## config.mk

```make
export PLATFORM = sky130hd
export DESIGN_NAME = edge_pipeline_ctrl
export DESIGN_NICKNAME = d
export VERILOG_FILES = /design/src/rtl/edge_pkg.sv /design/src/rtl/edge_pipeline_ctrl_sync_delay_line.sv /design/src/rtl/edge_pipeline_ctrl.sv
export SDC_FILE = /design/constraint.sdc
export NUM_CORES = 1
export LEC_CHECK = 0
export BUFFER_PORTS_ARGS = -buffer_cell sky130_fd_sc_hd__buf_4
export CAP_MARGIN = 10
export CORE_AREA = 2 2 75 77
export DETAILED_ROUTE_END_ITERATION = 8
export DIE_AREA = 0 0 77 79
export PLACE_DENSITY = 0.69
export SLEW_MARGIN = 20
export SYNTH_ARGS = -nofsm -noshare
export SYNTH_HDL_FRONTEND = slang
export SYNTH_SLANG_ARGS = --single-unit
```

## constraint.sdc

```tcl
create_clock -name O_PCLK -period 3.4 [get_ports O_PCLK]
set_clock_uncertainty 0.05 [all_clocks]
set_input_delay 0.34 -clock O_PCLK [delete_from_list [all_inputs] [get_ports O_PCLK]]
set_output_delay 0.34 -clock O_PCLK [all_outputs]
set_load 0.01 [all_outputs]
```

## src/rtl/edge_pkg.sv

```systemverilog
// Shared types and defaults for the edge-detection pipeline sequencer.
package edge_pkg;

  localparam int H_ACTIVE_DEF = 640;
  localparam int V_ACTIVE_DEF = 480;
  localparam int NUM_LB       = 3;

  typedef enum logic [1:0] {
    ST_IDLE   = 2'd0,
    ST_BLANK  = 2'd1,
    ST_ACTIVE = 2'd2
  } state_t;

  function automatic logic [1:0] next_sel(input logic [1:0] sel);
    return (sel == 2'(NUM_LB - 1)) ? 2'd0 : sel + 2'd1;
  endfunction

endpackage

```

## src/rtl/edge_pipeline_ctrl_sync_delay_line.sv

```systemverilog
// Fixed-depth shift register that re-times a small bundle of sync bits.
module sync_delay_line #(
  parameter int WIDTH = 3,
  parameter int DEPTH = 4
) (
  input  logic             O_PCLK,
  input  logic             I_RST,
  input  logic [WIDTH-1:0] sync_in,
  output logic [WIDTH-1:0] sync_out
);

  logic [WIDTH-1:0] sr [DEPTH];

  always_ff @(posedge O_PCLK) begin
    if (I_RST) begin
      for (int i = 0; i < DEPTH; i++) sr[i] <= '0;
    end else begin
      sr[0] <= sync_in;
      for (int i = 1; i < DEPTH; i++) sr[i] <= sr[i-1];
    end
  end

  assign sync_out = sr[DEPTH-1];

endmodule

```

## src/rtl/edge_pipeline_ctrl.sv

```systemverilog
// Frame/line/pixel sequencer: drives the 3-line rotating buffer writes,
// flags complete 3x3 windows and re-times sync to the datapath latency.
module edge_pipeline_ctrl
  import edge_pkg::*;
#(
  parameter int H_ACTIVE = H_ACTIVE_DEF,
  parameter int V_ACTIVE = V_ACTIVE_DEF,
  parameter int ADDR_W   = 10,
  parameter int ROW_W    = 9,
  parameter int PIPE_LAT = 4
) (
  input  logic              O_PCLK,
  input  logic              I_RST,
  input  logic              I_VSYNC,
  input  logic              I_HSYNC,
  input  logic              I_DE,
  output logic              O_LB_WR_EN,
  output logic [ADDR_W-1:0] O_LB_ADDR,
  output logic [1:0]        O_LB_SEL,
  output logic              O_WIN_VALID,
  output logic [ROW_W-1:0]  O_ROW,
  output logic              O_VSYNC_D,
  output logic              O_HSYNC_D,
  output logic              O_DE_D,
  output logic              O_FRAME_ERR
);

  // One spare bit so col/row can sit at H_ACTIVE/V_ACTIVE when those equal 2**W.
  localparam int COL_W = ADDR_W + 1;
  localparam int RW    = ROW_W + 1;
  localparam logic [COL_W-1:0] H_MAX = COL_W'(H_ACTIVE);
  localparam logic [RW-1:0]    V_MAX = RW'(V_ACTIVE);

  state_t           state, state_n;
  logic [COL_W-1:0] col, col_n;
  logic [RW-1:0]    row, row_n;
  logic [1:0]       sel, sel_n;
  logic             ovf, ovf_n;
  logic             vsync_prev, vs_rise;
  logic             wr, err, win;
  logic [2:0]       sync_d;

  assign vs_rise = I_VSYNC & ~vsync_prev;

  always_comb begin
    state_n = state;
    col_n   = col;
    row_n   = row;
    sel_n   = sel;
    ovf_n   = ovf;
    wr      = 1'b0;
    err     = 1'b0;
    unique case (state)
      ST_IDLE: begin
        if (vs_rise) begin
          state_n = ST_BLANK;
          col_n   = '0;
          row_n   = '0;
          sel_n   = '0;
          ovf_n   = 1'b0;
        end
      end
      ST_BLANK: begin
        if (vs_rise) begin
          col_n = '0;
          row_n = '0;
          sel_n = '0;
          ovf_n = 1'b0;
        end else if (I_DE) begin
          if (row < V_MAX) begin
            state_n = ST_ACTIVE;
            wr      = 1'b1;
            col_n   = COL_W'(1);
          end else begin
            err = 1'b1;
          end
        end
      end
      ST_ACTIVE: begin
        if (vs_rise) begin
          err     = 1'b1;
          state_n = ST_BLANK;
          col_n   = '0;
          row_n   = '0;
          sel_n   = '0;
          ovf_n   = 1'b0;
        end else if (I_DE) begin
          if (col < H_MAX) begin
            wr    = 1'b1;
            col_n = col + 1'b1;
          end else if (!ovf) begin
            // overlong line: flag once, then ignore the rest of it
            err   = 1'b1;
            ovf_n = 1'b1;
          end
        end else begin
          state_n = ST_BLANK;
          err     = (col != H_MAX);
          col_n   = '0;
          ovf_n   = 1'b0;
          sel_n   = next_sel(sel);
          if (row < V_MAX) row_n = row + 1'b1;
        end
      end
      default: state_n = ST_IDLE;
    endcase
  end

  assign win = wr && (row >= RW'(2)) && (col >= COL_W'(2));

  always_ff @(posedge O_PCLK) begin
    if (I_RST) begin
      state       <= ST_IDLE;
      col         <= '0;
      row         <= '0;
      sel         <= '0;
      ovf         <= 1'b0;
      vsync_prev  <= 1'b1;
      O_LB_WR_EN  <= 1'b0;
      O_LB_ADDR   <= '0;
      O_LB_SEL    <= '0;
      O_WIN_VALID <= 1'b0;
      O_ROW       <= '0;
      O_FRAME_ERR <= 1'b0;
    end else begin
      state       <= state_n;
      col         <= col_n;
      row         <= row_n;
      sel         <= sel_n;
      ovf         <= ovf_n;
      vsync_prev  <= I_VSYNC;
      O_LB_WR_EN  <= wr;
      O_LB_ADDR   <= col[ADDR_W-1:0];
      O_LB_SEL    <= sel;
      O_WIN_VALID <= win;
      O_ROW       <= row[ROW_W-1:0];
      O_FRAME_ERR <= err;
    end
  end

  sync_delay_line #(
    .WIDTH(3),
    .DEPTH(PIPE_LAT)
  ) u_sync_dly (
    .O_PCLK  (O_PCLK),
    .I_RST   (I_RST),
    .sync_in ({I_VSYNC, I_HSYNC, I_DE}),
    .sync_out(sync_d)
  );

  assign {O_VSYNC_D, O_HSYNC_D, O_DE_D} = sync_d;

endmodule
```

Word-level counts from Yosys, hierarchy flattened
Memory sizes are Yosys's and may differ from the RTL's.
Index checks and enable logic that the tools add are counted.
{"block": "classes", "addsub": 3, "n_mul": 0, "div_mod_pow": 0, "magnitude_cmp": 4, "n_eq_ne": 15, "shifts": 0, "n_mux": 52, "n_bitwise": 6, "n_reduce_logical": 11}
{"op": "$mux 11", "n": 7}
{"op": "$mux 10", "n": 4}
{"op": "$pmux 11 s3", "n": 1}
{"op": "$mux 1", "n": 20}
{"op": "$mux 2", "n": 10}
{"op": "$pmux 10 s2", "n": 1}
{"op": "$mux 3", "n": 4}
{"op": "$ne 3x3->1 const B", "n": 4}
{"op": "$add 11x1->11 const B", "n": 1}
{"op": "$ge 11x2->1 const B", "n": 1}
{"op": "$lt 11x10->1 const B", "n": 1}
{"op": "$ne 11x10->1 const B", "n": 1}
{"op": "$add 10x1->10 const B", "n": 1}
{"op": "$ge 10x2->1 const B", "n": 1}
{"op": "$lt 10x9->1 const B", "n": 1}
{"op": "$reduce_and 5->1", "n": 2}
{"op": "$ne 2x2->1 const B", "n": 4}
{"op": "$ne 4x4->1 const B", "n": 2}
{"op": "$pmux 1 s2", "n": 3}
{"op": "$pmux 2 s3", "n": 1}
{"op": "$reduce_and 3->1", "n": 2}
{"op": "$eq 2x2->1 const B", "n": 2}
{"op": "$or 1x1->1", "n": 4}
{"op": "$pmux 2 s2", "n": 1}
{"op": "other kinds (11)", "n": 12}
{"block": "word_totals", "reg_bits": 51, "latch_bits": 0, "ram_bits": 12, "rom_bits": 0, "word_cells": 104, "mem_count": 1}
{"name": "u_sync_dly.sr", "depth": 4, "width": 3, "rd": 4, "rd_clocked_by_memory_dff": 0, "wr": 4, "line_no": "edge_pipeline_ctrl_sync_delay_line.sv:12", "text": "logic [WIDTH-1:0] sr [DEPTH];"}

Logic depth before layout (Yosys ltp)
Gate-level depths: netlist of run 1.
{"block": "depth", "ltp_word": 7, "depth_mapped": 8, "depth_no_buf": 7}

Cells and area by module
A second synthesis of run 1 with hierarchy kept.
{"block": "unflattened", "cells_unflattened": 276, "area_unflattened_um2": 2672.6}
{"mod": "edge_pipeline_ctrl", "instances": 1, "cells_each": 251, "area_each_um2": 2306.0}
{"mod": "sync_delay_line", "instances": 1, "cells_each": 25, "area_each_um2": 366.6}

Least setup slack after synthesis of run 1
Ideal clock, no wire load.
{"block": "synth_path", "kind": "register to register", "startpoint": "register state[0]", "endpoint": "register col[5]", "setup_ns": 0.071, "arrival_time_ns": 1.844, "setup_slack_ns": 1.435, "stages_incl_launch_ff": 9, "cell_sequence": "dfxtp_1 -> inv_1 -> ha_1 -> buf_2 -> and2_1 -> nand2_2 -> o2111ai_4 -> or4_1 -> a21oi_1"}
{"block": "synth_between", "elab_chain_len": 3, "elab_cells_between_ends": 10, "classes_between": "eq/ne: 6; mux: 1; reduce/logical: 3"}
{"element": "start: declaration", "line_no": "edge_pipeline_ctrl.sv:34", "text": "state_t state, state_n;"}
{"element": "start signal: assignment", "line_no": "edge_pipeline_ctrl.sv:126", "text": "state <= state_n;"}
{"element": "$eq 2x2->1, or another cell as far along", "line_no": "edge_pipeline_ctrl.sv:53", "text": "unique case (state)"}
{"element": "$ne 4x4->1 (no source line), or another cell as far along"}
{"element": "$reduce_and 5->1 (no source line)"}
{"element": "end signal: assignment", "line_no": "edge_pipeline_ctrl.sv:127", "text": "col <= col_n;"}
{"element": "end: declaration", "line_no": "edge_pipeline_ctrl.sv:35", "text": "logic [COL_W-1:0] col, col_n;"}
Parallel ways exist; a longest one is shown, timed or not.
A chain may end at the register's enable or synchronous reset.

Worst setup path in the final report of run 1
Same ends and word-level chain as after synthesis.

==> results.ini, run 1 <==
[synthesis]
synth_area_mm2=0.00256
yosysSeqAreaShare=0.492
syn-num-nets=281
synth-seq-cells=63
synthCells=269
synth_edf_count=0
synth_flop_cell=dfxtp_1
ys_warn_count=0
ys_types=46
syn_area_per_cell_um2=9.53
ys_async_sr_fraction=0

[finish]
fillers=516
final_nets=315
drive_gt1_frac=0.195
syn_to_final_growth_pct=18.3
final_util=0.568
mostFrequentLayoutCells=dfxtp_1 (63), nor2b_1 (33), buf_4 (31)
num_antenna_cells=0
layout_commonest_cell=dfxtp_1

[clock_tree]
post_cts_buffers=0
cts_tree=built
numCtsBuffers=9
h-tree-depth=3
clkLatencyLatePin_ns=0.34
clockBufferDepth=2
clk_pin_slew_ns=0.06
cts-root-buf=clkbuf_8
hold_buffers=0
cts.sinks=63
cts_resized=0

[setup_path]
end_kind=flop
cp_max_fo=9
crit_path_start_kind=flop
path_class=flop to flop
cp_data_required_time_ns=3.62
arrival_ns=2.38

[global_routing]
antenna_found_initial=0
grt_max_degree=53
grt_overflow=0
track_usage=0.173
grt_pass1_wl_um=8210
grt_pass1_vias=1761

[die]
rows=27
die_y_um=79
die-width_um=77
coreArea_mm2=0.00534
die_area_mm2=0.00608
ios=32
initial_core_util=0.480

[route]
routed-via-count=1950
viasPerCell=5.15
firstDrtPassIters=4
dr.first_iter.drc_count=96
routed_wl_um=4850
ant_nets=0
drcViolationCount=0
wl_per_cell_um=12.8

[pwr]
max-vdd-ir-drop_mv=0.267
p_leak_uw=0.00118
p_per_area_mw_per_mm2=539

[timing]
tns_ns=0
max_freq_ghz=0.464
rsz0062_at_grt=no
min_period_over_period=0.634
slew_headroom=0.560
holdWs_ns=0.161
drv_slew=0
post-route-min-period_ns=2.16
setup_viol=0
tightest_slew_ns=0.659
final-hold-violation-count=0

[hold_path]
hold_path_class=input port to flop

[placed_design]
io_buffer_count=31
dp_hpwl_um=3320
gp_congestion=0.820

[run_status]
status=finished, final reports clean

[flow_run]
cap_violations=0

## cell families (layout without fill, tap and decap cells)
| logic type | after synthesis | in the layout | synth area share |
|---|---|---|---|
| and+or+nand+nor | 123 | 123 | 0.273 |
| DFF | 63 | 63 | 0.492 |
| AOI/OAI and AO/OA | 48 | 48 | 0.142 |
| buffers and inverters | 20 | 58 | 0.0307 |
| adders and majority gates | 7 | 7 | 0.0342 |
| xor gates and xnor gates | 6 | 6 | 0.0205 |
| muxes | 2 | 2 | 0.00781 |
## stage by stage
| step | area [um2] | setup slack [ns] | power, uW | cells |
|---|---|---|---|---|
| floorplan | 2560 | 1.44 | 989 | 269 |
| global placement | 2850 | 1.35 | 1040 | 364 |
| detailed placement | 2850 | 1.24 | 1050 | 364 |
| CTS | 3030 | 1.22 | 1650 | 379 |
| global route | 3030 | 1.04 | 1730 | 379 |
| finish | 3030 | 1.24 | 1640 | 379 |
## worst paths after layout
path / from / to / slack (ns) / cells past startpoint
worst max-delay path: state[0] / col[5] / 1.24 / 7
worst min-delay path: I_HSYNC / u_sync_dly.sr[0][1] / 0.16 / 2
worst max register to register: state[0] / col[5] / 1.24 / 7
worst min register to register: u_sync_dly.sr[0][1] / u_sync_dly.sr[1][1] / 0.39 / 1
## synth_stat cells, types with 2 or more instances
cell,number,area share
or2_2,3,0.0073
nor4_1,4,0.0098
ha_1,7,0.034
a211oi_1,2,0.0059
buf_2,3,0.0059
or3_1,2,0.0049
nand4_1,3,0.0073
clkbuf_1,5,0.0073
nand2b_1,3,0.0073
nand2_1,13,0.019
and2_1,4,0.0098
mux2i_1,2,0.0078
xnor2_1,6,0.020
nor2_2,2,0.0049
o41ai_2,3,0.019
nor2_1,24,0.035
and3_1,4,0.0098
o41ai_1,3,0.010
a41oi_1,2,0.0068
o22ai_1,2,0.0049
a21oi_1,13,0.025
o21ai_0,12,0.023
dfxtp_1,63,0.49
nand3_1,10,0.020
nor3_1,8,0.016
a22oi_1,3,0.0088
inv_1,12,0.018
nor2b_1,33,0.081
## routing by layer
metal | wire (um) | GRT usage | vias up
li1 | - | - | 1005
met1 | 2340 | 0.222 | 892
met2 | 2160 | 0.265 | 47
met3 | 272 | 0.0648 | 6
met4 | 78 | 0.0696 | 0
met5 | 0 | 0 | -
## critical path, cell delays in order, from the launching register on
cell and delay, ns:
dfxtp_1 0.38, inv_1 0.08, ha_1 0.30, and2_1 0.24
nand2_2 0.16, o2111ai_4 0.21, or4_1 0.52, a21oi_1 0.15
## sequential cells by signal, summed over array words and instances, names as in the netlist
name           count
col               11
state              2
O_LB_WR_EN         1
O_FRAME_ERR        1
O_LB_SEL           2
vsync_prev         1
O_ROW              9
row               10
O_LB_ADDR         10
O_WIN_VALID        1
ovf                1
sel                2
u_sync_dly.sr     12
## power breakdown
group	internal, uW	switching (uW)	total (uW)
sequential	757	12.2	770
combinational	95.0	166	261
clock	332	273	605
## final cells by class
class | instances | area, um2 | share of cell area
repair buffers | 31 | 233 | 0.0768
clock buffers | 11 | 131 | 0.0433
inverters | 12 | 45.0 | 0.0149
multi-input cells | 186 | 1220 | 0.404
clock inverters | 4 | 47.5 | 0.0157
well taps | 72 | 90.1 | 0.0297
flip-flops and latches | 63 | 1260 | 0.416
(Power assumes the default switching activity.)
==> run 2, diff against run 1 <==
==> constraint.sdc (replaced) <==
create_clock -name O_PCLK -period 2.1 [get_ports O_PCLK]
set_clock_uncertainty 0.05 [all_clocks]
set_input_delay 0.21 -clock O_PCLK [delete_from_list [all_inputs] [get_ports O_PCLK]]
set_output_delay 0.21 -clock O_PCLK [all_outputs]
set_load 0.01 [all_outputs]
==> results.ini, run 2 (synthesis results as in run 1) <==
[run_status]
status=finished, final reports clean  ; unchanged

[clock_tree]
clk_pin_slew_ns=0.07  ; was 0.06 ns
h-tree-depth=3  ; unchanged
numCtsBuffers=9  ; unchanged
clkLatencyLatePin_ns=0.34  ; about the same
cts_tree=built  ; unchanged
cts.sinks=63  ; unchanged
clockBufferDepth=2  ; unchanged
cts-root-buf=clkbuf_8  ; unchanged

[placed_design]
gp_congestion=0.872  ; was 0.820
io_buffer_count=31  ; unchanged
placed_cell_area_mm2=0.00292  ; was 0.00285 mm2
dp_slack_ns=0.0717  ; was 1.24 ns
dp_hpwl_um=3480  ; was 3320 um

[route]
wl_per_cell_um=13.0  ; was 12.8 um
firstDrtPassIters=4  ; unchanged
routed-via-count=1987  ; was 1950
ant_nets=0  ; unchanged
drcViolationCount=0  ; unchanged
viasPerCell=5.12  ; was 5.15
routed_wl_um=5050  ; was 4850 um
dr.first_iter.drc_count=123  ; was 96

[timing]
tightest_slew_ns=0.527  ; was 0.659 ns
max_freq_ghz=0.499  ; was 0.464 GHz
final-hold-violation-count=0  ; unchanged
slew_headroom=0.648  ; was 0.560
min_period_over_period=0.955  ; was 0.634
post-route-min-period_ns=2.01  ; was 2.16 ns
tns_ns=0  ; unchanged
drv_slew=0  ; unchanged
setup_viol=0  ; unchanged
finalWorstSetupSlack_ns=0.0944  ; was 1.24 ns

[setup_path]
path_class=flop to flop  ; unchanged
cp_data_required_time_ns=2.32  ; was 3.62 ns
cp_max_fo=10  ; was 9
end_kind=flop  ; unchanged
arrival_ns=2.23  ; was 2.38 ns
crit_path_start_kind=flop  ; unchanged

[finish]
top_regs=u_sync_dly.sr: 12 flops, col: 11 flops  ; unchanged
largest_register_ffs=12  ; unchanged
drive_gt1_frac=0.247  ; was 0.195
num_antenna_cells=0  ; unchanged
design_area_mm2=0.00320  ; was 0.00303 mm2
layout_commonest_cell=dfxtp_1  ; unchanged
regMostFlops=u_sync_dly.sr  ; unchanged
final_util=0.599  ; was 0.568
final_nets=325  ; was 315
syn_to_final_growth_pct=24.7  ; was 18.3%
mostFrequentLayoutCells=dfxtp_1 (63), buf_4 (41), nor2b_1 (33)  ; was dfxtp_1 (63), nor2b_1 (33), buf_4 (31)

[die]
die-width_um=77  ; unchanged
coreArea_mm2=0.00534  ; unchanged
ios=32  ; unchanged
die_y_um=79  ; unchanged
initial_core_util=0.480  ; unchanged
die_area_mm2=0.00608  ; unchanged
rows=27  ; unchanged

[pwr]
max-vdd-ir-drop_mv=0.464  ; was 0.267 mV
p_leak_uw=0.00127  ; was 0.00118 uW
p_per_area_mw_per_mm2=940  ; was 539 mW/mm2

[hold_path]
hold_path_class=input port to flop  ; unchanged

[flow_run]
cap_violations=0  ; unchanged

[global_routing]
grt_pass1_wl_um=8300  ; was 8210 um
track_usage=0.177  ; was 0.173
grt_pass1_vias=1774  ; was 1761
antenna_found_initial=0  ; unchanged
grt_max_degree=53  ; unchanged
grt_overflow=0  ; unchanged

run 2: cell count changes in the layout (fill, tap and decap cells not counted), moves of 2 or more:
cell	change
clkbuf_1	-2
nor4_1	-2
bufinv_16	+2
buf_4	+10
nor4_2	+2
run 2: path summary, 6_finish.rpt:
path | from | to | cells after the start | slack (ns)
min | I_HSYNC | u_sync_dly.sr[0][1] | 2 | 0.03
min reg2reg | u_sync_dly.sr[0][0] | u_sync_dly.sr[1][0] | 1 | 0.39
max reg2reg | state[0] | row[8] | 7 | 0.09
max | state[0] | row[8] | 7 | 0.09
run 2: area by class of cell:
cell class                      count  area, um2
Timing Repair Buffer               41        308
Fill cell                         481       2140
Sequential cell                    63       1260
Inverter                           12       45.0
Tap cell                           72       90.1
Multi-Input combinational cell    186       1260
Clock inverter                      4       95.1
Clock buffer                       10        138
run 2: metrics by stage:
step                      cells  hold slack (ns)  total power [uW]
after floorplan             269            0.240              1600
after global placement      373            0.367              1760
after detailed placement    373            0.373              1760
after CTS                   387           0.0255              3000
after global routing        388           0.0385              3150
final                       388           0.0342              3000
run 2: report_power, final:
| part | internal (uW) | switching, uW |
|---|---|---|
| Sequential | 1230 | 21.0 |
| Clock | 805 | 430 |
| Combinational | 216 | 306 |
| Total | 2250 | 757 |
run 2: timing repair:
item,4_1_cts,5_1_grt
hold buffers,0,0
gates resized for setup,0,7
setup endpoints to repair,0,10
setup buffers,0,1
run 2: worst max-delay path, stage by stage (launching register included):
cell and delay, ns:
dfxtp_1 0.39, inv_1 0.09, ha_1 0.28, nor3_1 0.27
a21oi_2 0.19, nor3b_1 0.38, a41oi_1 0.16, nor2_1 0.12
run 2: per-layer routing:
| metal | wire (um) | vias up | GRT usage |
|---|---|---|---|
| li1 | - | 1015 | - |
| met1 | 2460 | 935 | 0.233 |
| met2 | 2320 | 31 | 0.259 |
| met3 | 194 | 6 | 0.0591 |
| met4 | 75 | 0 | 0.0911 |
| met5 | 0 | - | 0 |
==> run 3, diff against run 2 <==
--- a/config.mk
+++ b/config.mk
@@ -7,9 +7,9 @@
 export LEC_CHECK = 0
 export BUFFER_PORTS_ARGS = -buffer_cell sky130_fd_sc_hd__buf_4
 export CAP_MARGIN = 10
-export CORE_AREA = 2 2 75 77
+export CORE_AREA = 5 5 78 80
 export DETAILED_ROUTE_END_ITERATION = 8
-export DIE_AREA = 0 0 77 79
+export DIE_AREA = 0 0 83 85
 export PLACE_DENSITY = 0.69
 export SLEW_MARGIN = 20
 export SYNTH_ARGS = -nofsm -noshare
==> results.ini, run 3 (synthesis results as in run 1) <==
[timing]
final-hold-violation-count=0  ; unchanged
min_period_over_period=0.944  ; was 0.955
finalWorstSetupSlack_ns=0.117  ; was 0.0944 ns
holdWs_ns=0.0285  ; was 0.0342 ns
drv_slew=0  ; unchanged
tns_ns=0  ; unchanged
post-route-min-period_ns=1.98  ; was 2.01 ns
setup_viol=0  ; unchanged
rsz0062_at_grt=no
tightest_slew_ns=0.688  ; was 0.527 ns
slew_headroom=0.541  ; was 0.648
max_freq_ghz=0.504  ; was 0.499 GHz

[global_routing]
track_usage=0.152  ; was 0.177
grt_max_degree=53  ; unchanged
grt_overflow=0  ; unchanged
grt_pass1_wl_um=8740  ; was 8300 um
antenna_found_initial=0  ; unchanged
grt_pass1_vias=1870  ; was 1774

[clock_tree]
numCtsBuffers=9  ; unchanged
cts.sinks=63  ; unchanged
hold_buffers=0  ; unchanged
cts_tree=built  ; unchanged
clockBufferDepth=2  ; unchanged
h-tree-depth=3  ; unchanged
post_cts_buffers=0  ; unchanged
clk_pin_slew_ns=0.07  ; about the same
clkLatencyLatePin_ns=0.34  ; about the same
cts-root-buf=clkbuf_8  ; unchanged

[pwr]
p_switching_uw=771  ; was 757 uW
swShare=0.282  ; was 0.252
seqPwrFrac=0.457  ; was 0.415
clockPowerShare=0.370  ; was 0.411
p_per_area_mw_per_mm2=879  ; was 940 mW/mm2
max-vdd-ir-drop_mv=0.415  ; was 0.464 mV
p_comb_frac=0.174  ; about the same
p_leak_uw=0.00122  ; was 0.00127 uW
p_int_uw=1960  ; was 2250 uW

[route]
routed_wl_um=5010  ; was 5050 um
viasPerCell=5.10  ; was 5.12
routed-via-count=1969  ; was 1987
drcViolationCount=0  ; unchanged
dr.first_iter.drc_count=95  ; was 123
ant_nets=0  ; unchanged
firstDrtPassIters=5  ; was 4
wl_per_cell_um=13.0  ; about the same

[die]
rows=27  ; unchanged
die_area_mm2=0.00706  ; was 0.00608 mm2
ios=32  ; unchanged
die_y_um=85  ; was 79 um
coreArea_mm2=0.00534  ; unchanged
die-width_um=83  ; was 77 um
initial_core_util=0.480  ; unchanged

[setup_path]
cp_max_fo=7  ; was 10
reg2reg_depth=7  ; unchanged
critPathSlowestCell=or3_4  ; was dfxtp_1
critPathBufInv=1  ; unchanged
path_class=flop to flop  ; unchanged
end_kind=flop  ; unchanged
timing.rr.end=col[3]  ; was row[8]
path_delay_family=simple AND/OR/NAND/NOR gates  ; unchanged
crit_chain=inv_1 -> ha_2 -> nor2b_1 -> o21ai_4 -> nand3_4 -> or3_4 -> o41ai_2  ; was inv_1 -> ha_1 -> nor3_1 -> a21oi_2 -> nor3b_1 -> a41oi_1 -> nor2_1
cpPeakStageDelay_ns=0.42  ; was 0.39 ns
rrSetupSlack_ns=0.12  ; was 0.09 ns
reg2reg_from=state[1]  ; was state[0]
cp_data_required_time_ns=2.29  ; was 2.32 ns
crit_path_start_kind=flop  ; unchanged
arrival_ns=2.18  ; was 2.23 ns

[finish]
largest_register_ffs=12  ; unchanged
final_nets=321  ; was 325
mostFrequentLayoutCells=dfxtp_1 (62), buf_4 (37), nor2b_1 (33)  ; was dfxtp_1 (63), buf_4 (41), nor2b_1 (33)
layout_commonest_cell=dfxtp_1  ; unchanged
syn_to_final_growth_pct=21.2  ; was 24.7%
drive_gt1_frac=0.226  ; was 0.247
design_area_mm2=0.00311  ; was 0.00320 mm2
final_util=0.582  ; was 0.599
num_antenna_cells=0  ; unchanged
regMostFlops=u_sync_dly.sr  ; unchanged
top_regs=u_sync_dly.sr: 12 flops, col: 11 flops  ; unchanged

[placed_design]
io_buffer_count=31  ; unchanged
gp_congestion=0.806  ; was 0.872
dp_slack_ns=0.0276  ; was 0.0717 ns
dp_hpwl_um=3510  ; was 3480 um
placed_cell_area_mm2=0.00290  ; was 0.00292 mm2

[run_status]
status=finished, final reports clean  ; unchanged

[hold_path]
min_path_cells=2  ; unchanged
min_to=u_sync_dly.sr[0][1]  ; unchanged
hold_path_class=input port to flop  ; unchanged
hold_start=I_HSYNC  ; unchanged

[flow_run]
cap_violations=0  ; unchanged

==> run 3: changes by cell type in the layout (fill, tap and decap cells not counted), sizes merged <==
cell | before | now
clkinv | 1 | 2
buf | 41 | 37
clkbuf | 10 | 11
clkinvlp | 0 | 2
bufinv | 3 | 1
==> run 3: through the flow <==
step | power (uW) | std cells
finish | 2730 | 386
global route | 2880 | 386
CTS | 2750 | 386
detailed placement | 1740 | 370
global placement | 1730 | 370
floorplan | 1600 | 269
==> run 3: area by class of cell <==
type	instances	area [um2]
clock buffers	11	131
multi-input cells	186	1240
flip-flops and latches	63	1260
fillers	492	2230
clock inverters	5	58.8
inverters	12	45.0
well taps	72	90.1
repair buffers	37	278
==> run 3: power by group through the flow <==
stage | clock network (uW) | logic, uW | registers (uW)
6_report | 1010 | 474 | 1250
5_1_grt | 1090 | 536 | 1250
4_1_cts | 1040 | 467 | 1250
3_5_place_dp | 0 | 464 | 1270
3_3_place_gp | 0 | 460 | 1270
2_1_floorplan | 0 | 330 | 1270
==> run 3: worst max-delay path by stage <==
stage          startpoint  endpoint  slack [ns]  cells past startpoint
6_report         state[1]    col[3]        0.12                      7
5_1_grt          state[0]    row[7]        0.02                      7
4_1_cts          state[1]    col[3]        0.02                      7
3_5_place_dp     state[1]    col[3]        0.03                      7
3_3_place_gp     state[1]    col[3]        0.13                      7
2_1_floorplan    state[0]    col[5]        0.14                      8
==> run 3: timing repair <==
| action | CTS | global route |
|---|---|---|
| setup endpoints to repair | 0 | 11 |
| endpoints found under the hold margin | 0 | 0 |
| gates resized for setup | 0 | 5 |
==> run 3: metal layers <==
metal,vias to the layer above,track usage,part of all wire
met5,-,0,0
met4,0,0.0669,0.017
met3,9,0.0583,0.054
met2,37,0.234,0.45
met1,907,0.191,0.48
li1,1016,-,-
